`config.mk`:
```
export PLATFORM = sky130hd
export DESIGN_NAME = dmem_arbiter
export DESIGN_NICKNAME = d
export VERILOG_FILES = /design/src/rtl/dmem_arbiter.sv
export SDC_FILE = /design/constraint.sdc
export NUM_CORES = 1
export LEC_CHECK = 0
export CELL_PAD_IN_SITES_DETAIL_PLACEMENT = 0
export CELL_PAD_IN_SITES_GLOBAL_PLACEMENT = 1
export CORE_ASPECT_RATIO = 1.1
export CORE_MARGIN = 2
export CORE_UTILIZATION = 28
export CTS_BUF_LIST = sky130_fd_sc_hd__clkbuf_2 sky130_fd_sc_hd__clkbuf_4 sky130_fd_sc_hd__clkbuf_8
export CTS_CLUSTER_DIAMETER = 200
export DETAILED_ROUTE_END_ITERATION = 16
export PLACE_DENSITY_LB_ADDON = 0.2
export SLEW_MARGIN = 0
export SYNTH_ARGS = -nofsm -noshare
export SYNTH_HDL_FRONTEND = slang
export SYNTH_SLANG_ARGS = --single-unit
```
`constraint.sdc`:
```
create_clock -name clk -period 2.8 [get_ports clk]
set_input_delay 0.28 -clock clk [delete_from_list [all_inputs] [get_ports clk]]
set_output_delay 0.28 -clock clk [all_outputs]
set_load 0.03 [all_outputs]
```
`src/rtl/dmem_arbiter.sv`:
```
// Purpose: shares single-ported dmem between core LSU (C) and burst loader/debug (L).
// Latency: grant is combinational; read data returns on the requester's port 1 cycle after issue.
// Backpressure: C waits on c_gnt; L write beats wait on l_wready; C wins unless L has waited MAX_WAIT grants.
module dmem_arbiter #(
    parameter int LEN_W    = 8,
    parameter int MAX_WAIT = 4
) (
    input  logic             clk,
    input  logic             reset,
    input  logic             c_req,
    input  logic [3:0]       c_we,
    input  logic [31:0]      c_addr,
    input  logic [31:0]      c_wdata,
    output logic             c_gnt,
    output logic             c_rvalid,
    output logic [31:0]      c_rdata,
    input  logic             l_start,
    input  logic             l_write,
    input  logic [31:0]      l_addr,
    input  logic [LEN_W-1:0] l_len,
    input  logic [31:0]      l_wdata,
    input  logic             l_wvalid,
    output logic             l_wready,
    output logic             l_rvalid,
    output logic [31:0]      l_rdata,
    output logic             l_busy,
    output logic             l_done,
    output logic             m_en,
    output logic [3:0]       m_we,
    output logic [31:0]      m_addr,
    output logic [31:0]      m_wdata,
    input  logic [31:0]      m_rdata
);

    localparam int WC_W = $clog2(MAX_WAIT + 1);

    typedef enum logic [1:0] {
        S_IDLE,
        S_BURST,
        S_DONE
    } state_t;

    state_t            state;
    state_t            state_nxt;
    logic [31:0]       cur_addr;
    logic [LEN_W-1:0]  beats_left;
    logic              is_write;
    logic [WC_W-1:0]   wait_cnt;
    logic              tag_vld;
    logic              tag_l;
    logic [31:0]       c_rdata_q;
    logic [31:0]       l_rdata_q;
    logic              l_ready;
    logic              force_l;
    logic              l_beat;

    // Arbitration, memory mux and burst sequencing decisions for this cycle.
    always_comb begin
        state_nxt = state;
        l_ready   = (state == S_BURST) && (beats_left != '0) && (!is_write || l_wvalid);
        force_l   = l_ready && (wait_cnt == WC_W'(MAX_WAIT));
        c_gnt     = c_req && !force_l;
        l_beat    = !c_gnt && l_ready;
        l_wready  = l_beat && is_write;
        m_en      = 1'b0;
        m_we      = 4'b0000;
        m_addr    = 32'd0;
        m_wdata   = 32'd0;
        if (c_gnt) begin
            m_en    = 1'b1;
            m_we    = c_we;
            m_addr  = c_addr;
            m_wdata = c_wdata;
        end else if (l_beat) begin
            m_en    = 1'b1;
            m_we    = is_write ? 4'b1111 : 4'b0000;
            m_addr  = cur_addr;
            m_wdata = is_write ? l_wdata : 32'd0;
        end
        case (state)
            S_IDLE: begin
                if (l_start) begin
                    state_nxt = (l_len != '0) ? S_BURST : S_DONE;
                end
            end
            S_BURST: begin
                // Write bursts finish as the last beat issues; read bursts finish
                // in the cycle the last beat's data comes back (beats_left already 0).
                if ((l_beat && is_write && beats_left == LEN_W'(1)) || beats_left == '0) begin
                    state_nxt = S_DONE;
                end
            end
            S_DONE: state_nxt = S_IDLE;
            default: state_nxt = S_IDLE;
        endcase
    end

    // Read return routing: the owner tag picks the port, rdata holds between returns.
    always_comb begin
        c_rvalid = tag_vld && !tag_l;
        l_rvalid = tag_vld && tag_l;
        c_rdata  = c_rvalid ? m_rdata : c_rdata_q;
        l_rdata  = l_rvalid ? m_rdata : l_rdata_q;
        l_busy   = (state == S_BURST) || l_rvalid;
        l_done   = (state == S_DONE);
    end

    // State, burst address/count, starvation counter and read-owner tag.
    always_ff @(posedge clk) begin
        if (!reset) begin
            state      <= S_IDLE;
            cur_addr   <= 32'd0;
            beats_left <= '0;
            is_write   <= 1'b0;
            wait_cnt   <= '0;
            tag_vld    <= 1'b0;
            tag_l      <= 1'b0;
            c_rdata_q  <= 32'd0;
            l_rdata_q  <= 32'd0;
        end else begin
            state <= state_nxt;
            if (state == S_IDLE && l_start) begin
                cur_addr   <= l_addr & 32'hFFFF_FFFC;
                beats_left <= l_len;
                is_write   <= l_write;
            end else if (l_beat) begin
                cur_addr   <= cur_addr + 32'd4;
                beats_left <= beats_left - LEN_W'(1);
            end
            if (state == S_IDLE || l_beat) begin
                wait_cnt <= '0;
            end else if (c_gnt && l_ready && wait_cnt != WC_W'(MAX_WAIT)) begin
                wait_cnt <= wait_cnt + WC_W'(1);
            end
            tag_vld <= m_en && (m_we == 4'b0000);
            tag_l   <= l_beat;
            if (c_rvalid) begin
                c_rdata_q <= m_rdata;
            end
            if (l_rvalid) begin
                l_rdata_q <= m_rdata;
            end
        end
    end

endmodule

```
==> results_dict.tcl <==
set metrics [dict create \
    portBuffers 314 \
    grt_antenna_before_repair 0 \
    synth-xor-area-share_pct 1.358 \
    dp_cells 1217 \
    yosys_warnings 0 \
    ys_seq_area_share_pct 37.93 \
    post-route-min-period_ps 2690 \
    dieArea_um2 21900 \
    min_from "reset" \
    hold_violations 0 \
    ir_drop_uv 201.7 \
    cts_buffers 9 \
    hold_ws_ps 370.5 \
    synth_area_leader_cell "dfxtp_1" \
    die_x_um 141.3 \
    path_delay_family "buffers and inverters" \
    cts_num_sinks 110 \
    clk_latency_ps 390 \
    r2r_start "beats_left[0]$_SDFFE_PN0P_" \
    gp_congestion 0.7740 \
    yosys.area_share.simple_pct 25.54 \
    ant_nets 0 \
    drt-initial-drc-count 259 \
    viasPerCell 4.929 \
    grt_pass1_wl_mm 32.21 \
    grt_max_degree 103 \
    cp.buffers_inverters 6 \
    crit_path_start_kind "register" \
    worstReg2RegEnd "cur_addr[26]$_SDFFE_PN0P_" \
    syn-num-nets 857 \
    grt_pass1_vias 5744 \
    ys.flop_type "dfxtp_1" \
    rsz0062_at_grt "no" \
    chipHeight_um 155.0 \
    finalSetupViolations 0 \
    synth_cells 674 \
    max_cap_viol_count 0 \
    synth_top_cell_area_share_pct 37.93 \
    finalSetupTns_ps 0 \
    first_pass_iters 4 \
    holdPathEnd "beats_left[0]$_SDFFE_PN0P_" \
    wire_per_inst_um 17.46 \
    synth_top_family_by_area "simple AND/OR/NAND/NOR gates" \
    drcViolationCount 0 \
    slowest_delay_ps 360 \
    final.period_utilization_pct 96.06 \
    synth_compound_gate_area_share_pct 17.35 \
    antenna_cells 0 \
    htreeDepth 3 \
    rr_worst_depth 8 \
    cts_tree "done" \
    arrival_ps 2410 \
    vias 6122 \
    final_cells 1242 \
    fmax_mhz 371.8 \
    ys_ff_latch 110 \
    synthArstFlopShare_pct 0 \
    wl_mm 21.68 \
    core.rowCount 55 \
    initial_utilization_pct 28.41 \
    cp_cell_sequence "inv_1 > ha_2 > nor3b_4 > and2_4 > buf_8 > nor4_4 > buf_4 > buf_4 > buf_6 > a22o_1 > buf_4" \
    clock_path_buffers 2 \
    synth_mux_area_share_pct 12.41 \
    dp_hpwl_mm 15.64 \
    cp_common_cell "buf_4" \
    drv_slew 0 \
    grt_usage_pct 18.62 \
    synth_fa_ha_area_share_pct 1.078 \
    critPathCaptureType "output port" \
    synthTopCellsByArea "dfxtp_1 (38%), mux2_2 (12%), and2_1 (7.2%)" \
    status "completed" \
    worstPathRequired_ps 2520 \
    overflow 0 \
    nNetsFinal 1164 \
    syn_to_final_growth_pct 64.55 \
    layout-drive-gt1-share_pct 20.59 \
    syn_area_per_cell_um2 8.614 \
    hold_path.class "input port to register" \
    cp_slowest_cell "dfxtp_2" \
    powerDensity_nw_per_um2 477.0 \
    io_pins 317 \
    cts-root-buf "clkbuf_8" \
    syn_area_um2 5806 \
    finClkSkew_ps 9.027 \
    holdPathStages 4 \
    tightest_slew_ps 647.4 \
    leakage_uw 0.003843 \
    crit_type "register to output port" \
    synthDistinctLibCells 52 \
    ctsHoldBuffers 0 \
    power_uw 4557 \
    fp.coreArea_um2 20440 \
    clkTransAtPathRegs_ps 110 \
    slew_headroom_pct 56.44 \
    synth_edf_count 0 \
    reg2reg_slack_ps 410 \
    crit_fanout 13 \
]
[tightest hold or removal path, stage by stage]
cell	delay [ps]
buf_2	140
clkinv_1	70
buf_4	180
a211oi_1	60
[final cells by class]
class                   count  area, um2
well taps                 256      320.3
clock buffers               9      123.9
repair buffers            349       3374
fillers                  2057      10890
inverters                  11      41.29
clock inverters             7      63.81
multi-input cells         500       3426
flip-flops and latches    110       2203
[registers in the layout, indices dropped and copies added, names as in the netlist, 2 cells and up]
register / flops
beats_left: 8
c_rdata_q: 32
cur_addr: 30
l_rdata_q: 32
state: 2
wait_cnt: 3
[cell usage after synthesis (all sizes together), types with 2 or more instances]
library cell,count
o21ai,38
nand4,12
a311oi,11
a21o,5
nor3,15
ha,5
and3,8
o221ai,3
nor2b,3
a22o,32
and2,68
o211ai,2
or3,6
dfxtp,110
nor4,11
nand3,43
o31ai,6
a211oi,8
nor2,13
or4,7
o2111ai,2
clkbuf,48
mux2,64
nor3b,3
xnor2,8
nand2,76
a21oi,20
and4,5
inv,10
a31oi,10
nand2b,4
buf,5
[how the worst max path moves through the flow]
stage / startpoint / to / slack, ps / cells past startpoint
global placement: beats_left[0]$_SDFFE_PN0P_ / m_en / 120 / 8
global route: beats_left[0]$_SDFFE_PN0P_ / m_wdata[22] / 4 / 11
detailed placement: beats_left[0]$_SDFFE_PN0P_ / m_en / 130 / 8
CTS: beats_left[0]$_SDFFE_PN0P_ / m_wdata[4] / 2 / 10
finish: beats_left[0]$_SDFFE_PN0P_ / m_wdata[30] / 110 / 11
floorplan: beats_left[1]$_SDFFE_PN0P_ / m_wdata[26] / 170 / 8
[what timing repair did]
action / CTS / global route
setup buffers: 5 / 0
gates resized for setup: 8 / 12
pin swaps: 2 / 0
cloned: 3 / 1
setup endpoints to repair: 68 / 67
[metrics by stage]
step / utilization (%) / cell area [um2] / worst slack, ps
floorplan: - / 5806 / 167.8
global placement: 44.92 / 9180 / 120.9
detailed placement: 44.92 / 9180 / 132.9
CTS: 46.42 / 9487 / 1.510
global route: 46.74 / 9553 / 3.940
finish: 46.74 / 9553 / 110.3
[logic make-up (layout without fill, tap and decap cells)]
family	count (synthesis)	count (layout)
adder cells (fa/ha/maj)	5	5
multiplexers	64	64
buffers and inverters	64	376
XOR/XNOR	9	9
AND/OR/NAND/NOR	277	277
flip-flops	110	110
AO/OA/AOI/OAI	145	145
[placed cells by master (no fill, tap or decap), types with 10 or more instances in the layout]
master | synthesis | layout
a21oi_1 | 20 | 20
a22o_1 | 32 | 32
a311oi_1 | 11 | 11
a31oi_1 | 10 | 10
and2_1 | 67 | 66
buf_4 | 0 | 91
clkdlybuf4s50_1 | 0 | 242
dfxtp_1 | 110 | 109
inv_1 | 10 | 10
mux2_2 | 64 | 64
nand2_1 | 76 | 73
nand3_1 | 43 | 43
nand4_1 | 12 | 12
nor2_1 | 12 | 12
nor3_1 | 14 | 13
o21ai_0 | 38 | 38
[metal layers]
layer	GRT usage (%)	share of wire, %	up-vias
li1	-	-	3061
met3	3.263	5.3	19
met5	0	0	-
met4	4.905	1.4	0
met2	29.26	46	176
met1	26.38	47	2866
[power breakdown]
group | total (uW) | switching [uW] | internal, uW | leakage [uW]
Combinational | 1780 | 941 | 838 | 0.00285
Clock | 958 | 615 | 343 | 0.0000899
Sequential | 1820 | 130 | 1690 | 0.000899
Total | 4560 | 1690 | 2870 | 0.00384
No activity file was read; power rests on OpenSTA's default activity.
